===== src/rtl/xb_fwd_if.sv =====
// Bus bundle between the compute-unit write-back sources, the register file
// and the xb_fwd crossbar. The crossbar connects on the slave side.
interface xb_fwd_if #(
  parameter int DATA_WIDTH    = 16,
  parameter int ADDRESS_WIDTH = 4,
  parameter int NUM_SRC       = 4,
  parameter int NUM_RD        = 2
);
  logic                              ps_xb_stall;
  logic [NUM_SRC-1:0]                ps_xb_w_En;
  logic [ADDRESS_WIDTH-1:0]          ps_xb_wadd;
  logic [NUM_RD*ADDRESS_WIDTH-1:0]   ps_xb_radd;
  logic [NUM_SRC*DATA_WIDTH-1:0]     src_xb_dt;
  logic [NUM_RD*DATA_WIDTH-1:0]      rf_xb_dt;
  logic [NUM_RD*DATA_WIDTH-1:0]      xb_dt;
  logic                              xb_rf_w_En;
  logic [ADDRESS_WIDTH-1:0]          xb_rf_wadd;
  logic [DATA_WIDTH-1:0]             xb_rf_dt;
  logic                              xb_err;
  logic [7:0]                        xb_err_cnt;

  modport master (
    output ps_xb_stall, ps_xb_w_En, ps_xb_wadd, ps_xb_radd, src_xb_dt, rf_xb_dt,
    input  xb_dt, xb_rf_w_En, xb_rf_wadd, xb_rf_dt, xb_err, xb_err_cnt
  );

  modport slave (
    input  ps_xb_stall, ps_xb_w_En, ps_xb_wadd, ps_xb_radd, src_xb_dt, rf_xb_dt,
    output xb_dt, xb_rf_w_En, xb_rf_wadd, xb_rf_dt, xb_err, xb_err_cnt
  );
endinterface


===== src/rtl/xb_fwd.sv =====
// Write-back crossbar with registered RF write, FWD_DEPTH-deep write history
// for operand forwarding, and multi-source conflict detection.
module xb_fwd #(
  parameter int DATA_WIDTH    = 16,
  parameter int ADDRESS_WIDTH = 4,
  parameter int NUM_SRC       = 4,
  parameter int NUM_RD        = 2,
  parameter int FWD_DEPTH     = 2
) (
  input logic     clk_dcd,
  input logic     rst_n,
  xb_fwd_if.slave bus
);
  localparam int DW = DATA_WIDTH;
  localparam int AW = ADDRESS_WIDTH;

  logic                   lv;
  logic [DW-1:0]          ld;
  logic                   conflict;

  logic                   wb_vld_p0;
  logic [AW-1:0]          wb_addr_p0;
  logic [DW-1:0]          wb_dt_p0;

  logic [FWD_DEPTH-1:0]   hist_vld;
  logic [AW-1:0]          hist_addr [FWD_DEPTH];
  logic [DW-1:0]          hist_dt   [FWD_DEPTH];

  logic                   err_q;
  logic [7:0]             err_cnt_q;

  logic [AW-1:0]          rd_addr;
  logic [DW-1:0]          rd_fwd;
  logic [NUM_RD*DW-1:0]   xb_dt_c;

  // Source select: descending scan so the lowest set index wins.
  always_comb begin
    ld = '0;
    for (int s = NUM_SRC - 1; s >= 0; s--) begin
      if (bus.ps_xb_w_En[s]) ld = bus.src_xb_dt[s*DW +: DW];
    end
    lv       = (|bus.ps_xb_w_En) & ~bus.ps_xb_stall;
    conflict = ((bus.ps_xb_w_En & (bus.ps_xb_w_En - NUM_SRC'(1))) != '0) & ~bus.ps_xb_stall;
  end

  // Stage p0: registered write-back and history shift, both frozen on stall.
  always_ff @(posedge clk_dcd or negedge rst_n) begin
    if (!rst_n) begin
      wb_vld_p0  <= 1'b0;
      wb_addr_p0 <= '0;
      wb_dt_p0   <= '0;
      hist_vld   <= '0;
      for (int k = 0; k < FWD_DEPTH; k++) begin
        hist_addr[k] <= '0;
        hist_dt[k]   <= '0;
      end
    end else if (!bus.ps_xb_stall) begin
      wb_vld_p0 <= lv;
      if (lv) begin
        wb_addr_p0 <= bus.ps_xb_wadd;
        wb_dt_p0   <= ld;
      end
      for (int k = FWD_DEPTH - 1; k >= 1; k--) begin
        hist_vld[k]  <= hist_vld[k-1];
        hist_addr[k] <= hist_addr[k-1];
        hist_dt[k]   <= hist_dt[k-1];
      end
      hist_vld[0]  <= lv;
      hist_addr[0] <= bus.ps_xb_wadd;
      hist_dt[0]   <= ld;
    end else begin
      wb_vld_p0 <= 1'b0;
    end
  end

  always_ff @(posedge clk_dcd or negedge rst_n) begin
    if (!rst_n) begin
      err_q     <= 1'b0;
      err_cnt_q <= '0;
    end else if (conflict) begin
      err_q <= 1'b1;
      if (err_cnt_q != 8'hFF) err_cnt_q <= err_cnt_q + 8'd1;
    end
  end

  // Forwarding: oldest candidates applied first so younger ones overwrite.
  always_comb begin
    rd_addr = '0;
    rd_fwd  = '0;
    xb_dt_c = '0;
    for (int r = 0; r < NUM_RD; r++) begin
      rd_addr = bus.ps_xb_radd[r*AW +: AW];
      rd_fwd  = bus.rf_xb_dt[r*DW +: DW];
      for (int k = FWD_DEPTH - 1; k >= 0; k--) begin
        if (hist_vld[k] && hist_addr[k] == rd_addr) rd_fwd = hist_dt[k];
      end
      if (lv && bus.ps_xb_wadd == rd_addr) rd_fwd = ld;
      xb_dt_c[r*DW +: DW] = rd_fwd;
    end
  end

  assign bus.xb_dt      = xb_dt_c;
  assign bus.xb_rf_w_En = wb_vld_p0;
  assign bus.xb_rf_wadd = wb_addr_p0;
  assign bus.xb_rf_dt   = wb_dt_p0;
  assign bus.xb_err     = err_q;
  assign bus.xb_err_cnt = err_cnt_q;
endmodule

===== src/flat_wrapper.sv =====
// flat-port wrapper written by rule: the top's interface ports become plain ports
module xb_fwd_flat 
#(
  parameter int DATA_WIDTH    = 16,
  parameter int ADDRESS_WIDTH = 4,
  parameter int NUM_SRC       = 4,
  parameter int NUM_RD        = 2,
  parameter int FWD_DEPTH     = 2
)
  (clk_dcd, rst_n, bus_ps_xb_stall, bus_ps_xb_w_En, bus_ps_xb_wadd, bus_ps_xb_radd, bus_src_xb_dt, bus_rf_xb_dt, bus_xb_dt, bus_xb_rf_w_En, bus_xb_rf_wadd, bus_xb_rf_dt, bus_xb_err, bus_xb_err_cnt);
  xb_fwd_if #(.DATA_WIDTH(DATA_WIDTH), .ADDRESS_WIDTH(ADDRESS_WIDTH), .NUM_SRC(NUM_SRC), .NUM_RD(NUM_RD)) bus_i ();
  input logic clk_dcd;
  input logic rst_n;
  input wire logic [$bits(bus_i.ps_xb_stall)-1:0] bus_ps_xb_stall;
  input wire logic [$bits(bus_i.ps_xb_w_En)-1:0] bus_ps_xb_w_En;
  input wire logic [$bits(bus_i.ps_xb_wadd)-1:0] bus_ps_xb_wadd;
  input wire logic [$bits(bus_i.ps_xb_radd)-1:0] bus_ps_xb_radd;
  input wire logic [$bits(bus_i.src_xb_dt)-1:0] bus_src_xb_dt;
  input wire logic [$bits(bus_i.rf_xb_dt)-1:0] bus_rf_xb_dt;
  output wire logic [$bits(bus_i.xb_dt)-1:0] bus_xb_dt;
  output wire logic [$bits(bus_i.xb_rf_w_En)-1:0] bus_xb_rf_w_En;
  output wire logic [$bits(bus_i.xb_rf_wadd)-1:0] bus_xb_rf_wadd;
  output wire logic [$bits(bus_i.xb_rf_dt)-1:0] bus_xb_rf_dt;
  output wire logic [$bits(bus_i.xb_err)-1:0] bus_xb_err;
  output wire logic [$bits(bus_i.xb_err_cnt)-1:0] bus_xb_err_cnt;
  assign bus_i.ps_xb_stall = bus_ps_xb_stall;
  assign bus_i.ps_xb_w_En = bus_ps_xb_w_En;
  assign bus_i.ps_xb_wadd = bus_ps_xb_wadd;
  assign bus_i.ps_xb_radd = bus_ps_xb_radd;
  assign bus_i.src_xb_dt = bus_src_xb_dt;
  assign bus_i.rf_xb_dt = bus_rf_xb_dt;
  assign bus_xb_dt = bus_i.xb_dt;
  assign bus_xb_rf_w_En = bus_i.xb_rf_w_En;
  assign bus_xb_rf_wadd = bus_i.xb_rf_wadd;
  assign bus_xb_rf_dt = bus_i.xb_rf_dt;
  assign bus_xb_err = bus_i.xb_err;
  assign bus_xb_err_cnt = bus_i.xb_err_cnt;
  xb_fwd #(.DATA_WIDTH(DATA_WIDTH), .ADDRESS_WIDTH(ADDRESS_WIDTH), .NUM_SRC(NUM_SRC), .NUM_RD(NUM_RD), .FWD_DEPTH(FWD_DEPTH)) u_core (.clk_dcd(clk_dcd), .rst_n(rst_n), .bus(bus_i));
endmodule

===== config.mk =====
export PLATFORM = sky130hd
export DESIGN_NAME = xb_fwd_flat
export DESIGN_NICKNAME = d
export VERILOG_FILES = /design/src/rtl/xb_fwd_if.sv /design/src/rtl/xb_fwd.sv /design/src/flat_wrapper.sv
export SDC_FILE = /design/constraint.sdc
export NUM_CORES = 1
export LEC_CHECK = 0
export CORE_ASPECT_RATIO = 1.25
export CORE_MARGIN = 5
export CORE_UTILIZATION = 35
export DETAILED_ROUTE_END_ITERATION = 8
export PLACE_DENSITY = 0.66
export SLEW_MARGIN = 10
export SYNTH_ARGS = -nofsm -noshare
export SYNTH_HDL_FRONTEND = slang
export SYNTH_SLANG_ARGS = --single-unit

===== constraint.sdc =====
create_clock -name clk_dcd -period 3.1 [get_ports clk_dcd]
set_clock_uncertainty 0.2 [all_clocks]
set_input_delay 0.62 -clock clk_dcd [delete_from_list [all_inputs] [get_ports clk_dcd]]
set_output_delay 0.62 -clock clk_dcd [all_outputs]
set_load 0.02 [all_outputs]

==> out/metrics.yaml <==
outcome:
  status: "finished clean"
clocking:
  hold_buffers: 0
  cts_max_level: 3
  cts_tree: "built"
  cts_sinks: 72
  clock_latency_ns: 0.33
  clkTransAtPathRegs_ns: 0.06
  clk_path_buf_depth: 2
  numCtsBuffers: 9
  cts_root_buf: "clkbuf_16"
yosys:
  synth-seq-area-share_pct: 39.6
  syn-num-nets: 631
  synth_warnings: 0
  ys_types: 42
  async_reset_ff_share_pct: 100
  avgSynthCellArea_um2: 8.84
  synth_edf_count: 0
  ys_ff_latch: 72
  syn_inst: 515
  syn_area_mm2: 0.00455
  yosys_most_used_dff: "dfrtp_1"
pwr:
  combPwrFrac_pct: 40.7
  p_leak_uw: 0.00313
  ir_drop_mv: 0.393
  power.internal_uw: 2360
  power_density_mw_per_mm2: 467
  clkPwrFrac_pct: 25.1
  p_sw_uw: 1280
  sw_frac_of_total_pct: 35.1
  seq_power_share_pct: 34.2
die:
  die_h_um: 138
  start_util_pct: 35.8
  io_pins: 177
  rows: 46
  dieArea_mm2: 0.0154
  die_x_um: 112
  core_mm2: 0.0127
timing:
  min_period_ns: 3.08
  post-route-period-util_pct: 99.4
  hold_viol: 0
  holdWs_ns: 0.201
  max_clock_freq_mhz: 324
  tightest_slew_ns: 0.939
  setup_viol: 0
  relSlewSlack_pct: 37.4
  setup_ws_ns: 0.0173
  drv_slew: 0
  rsz0062_at_grt: "true"
placed_design:
  dpl.hpwl_mm: 13.6
  numPortBuffers: 176
  gp_congestion: 0.925
  pre_cts_ws_ns: -0.937
final_layout:
  n_antenna_cell: 0
  final_nets: 850
  area_growth_pct: 71.1
  drive_gt1_share_pct: 32.7
  final_cell_mix: "126 x clkdlybuf4s50_1, 72 x buf_4, 72 x dfrtp_1"
  final_common_cell: "clkdlybuf4s50_1"
detailed_routing:
  wl_mm: 18.7
  drt_iter0_drc: 324
  ant_nets: 0
  dr.pass1.iters: 4
  routed_via_density: 5.44
  wl_per_cell_um: 20.7
  vias: 4920
  drc: 0
setup_path:
  r2r_start: "u_core.bus.xb_err_cnt[2]"
  cp.arrival_ns: 2.26
  end_kind: "output port"
  reg2reg_depth: 5
  worstPathMaxFanout: 8
  rr_endpoint: "u_core.bus.xb_err_cnt[6]"
  r2r_setup_slack_ns: 1.40
  startpoint_type: "input port"
  crit_type: "in2out"
  required_ns: 2.28
global_routing:
  antenna_found_initial: 0
  grt_usage_pct: 23.9
  grt_pass1_vias: 5046
  grt_pass1_wl_mm: 28.8
  grt_start_max_net_pins: 73
  globalRouteOverflowTotal: 0
hold_path:
  min_path_type: "in2async"
job:
  drv_cap: 0
[sequential cells by signal (all words and copies together), names as in the netlist]
register / flops
u_core.bus.xb_err: 1
u_core.bus.xb_err_cnt: 8
u_core.bus.xb_rf_dt: 16
u_core.bus.xb_rf_w_En: 1
u_core.bus.xb_rf_wadd: 4
u_core.hist_addr: 8
u_core.hist_dt: 32
u_core.hist_vld: 2
[logic make-up after synthesis]
group                    count (synthesis)  synth area share, %
AO/OA/AOI/OAI                          164                 24.5
buffers and inverters                   47                 5.06
flip-flops                              72                 39.6
XOR/XNOR                                31                 6.29
AND/OR/NAND/NOR                        173                 17.6
multiplexers                            26                 6.43
adder cells (fa/ha/maj)                  2                0.495
[metal layers]
metal	track usage (%)	wire length (um)
met3	4.61	1140
met4	12.2	732
met5	0	0
met2	40.4	9450
met1	29.3	7400
[cell usage after synthesis, types with 2 or more instances]
| cell | count | share of area, % |
|---|---|---|
| nor2b_1 | 15 | 2.1 |
| clkbuf_1 | 22 | 1.8 |
| buf_2 | 13 | 1.4 |
| dfrtp_1 | 72 | 40 |
| xnor2_2 | 2 | 0.71 |
| xnor2_1 | 13 | 2.5 |
| o22ai_1 | 32 | 4.4 |
| o21ai_0 | 9 | 0.99 |
| nand2_1 | 49 | 4.0 |
| nor4_1 | 2 | 0.27 |
| xor2_1 | 16 | 3.1 |
| or2_1 | 2 | 0.27 |
| a21oi_1 | 20 | 2.2 |
| buf_1 | 3 | 0.25 |
| nand3_1 | 38 | 4.2 |
| nor3_1 | 17 | 1.9 |
| buf_6 | 4 | 0.99 |
| nand4_1 | 3 | 0.41 |
| a211oi_2 | 20 | 5.5 |
| a211oi_1 | 12 | 2.0 |
| nor2_1 | 38 | 3.1 |
| mux2_2 | 25 | 6.2 |
| a221oi_1 | 15 | 2.9 |
| o21ai_1 | 52 | 5.7 |
| inv_2 | 2 | 0.16 |
| and3_1 | 3 | 0.41 |
[cell type report]
type                    instances  area, um2
fillers                      1116       4930
multi-input cells             396       3050
repair buffers                252       2460
flip-flops and latches         72       1800
clock buffers                  10        229
well taps                     168        210
clock inverters                 4       23.8
inverters                       3       13.8
[worst max-delay path by stage]
stage / from / endpoint / slack [ns] / cells after the start
global placement: bus_ps_xb_radd[2] / bus_xb_dt[4] / -1.01 / 8
CTS: bus_ps_xb_w_En[2] / bus_xb_dt[12] / 0.005 / 11
detailed placement: bus_ps_xb_radd[2] / bus_xb_dt[4] / -0.94 / 8
finish: bus_ps_xb_wadd[3] / bus_xb_dt[12] / 0.02 / 9
floorplan: bus_ps_xb_w_En[3] / bus_xb_dt[10] / 0.30 / 7
global route: bus_ps_xb_w_En[3] / bus_xb_dt[18] / 0.0004 / 9
[worst max-delay path, cell delays in order]
cell             delay (ns)
clkdlybuf4s15_2        0.23
xor2_1                 0.19
nor4_2                 0.39
buf_4                  0.22
nand2_8                0.08
buf_12                 0.15
o21ai_1                0.13
o22ai_4                0.09
buf_6                  0.14
[repair_timing]
| item | CTS | global route |
|---|---|---|
| pin swaps | 12 | 9 |
| gates cloned | 6 | 0 |
| hold endpoints to repair | 0 | 0 |
| setup buffers | 2 | 0 |
| resized for setup | 275 | 36 |
| setup endpoints to repair | 32 | 32 |
[power groups by stage]
stage	sequential, uW	combinational, uW	clock, uW
after global placement	1250	1330	0
after global routing	1270	1580	976
after detailed placement	1250	1340	0
final	1240	1480	913
after floorplan	1300	576	0
after CTS	1240	1450	943
[per-stage QoR]
stage,total power (uW),instance area (um2),TNS (ns),util (%),cells
floorplan,1870,4550,0,-,515
global placement,2580,6900,-27.54,54.2,883
detailed placement,2590,6900,-26.22,54.2,883
CTS,3640,7670,0,60.3,905
global route,3820,7790,0,61.2,905
finish,3640,7790,0,61.2,905
(Power assumes the default switching activity.)
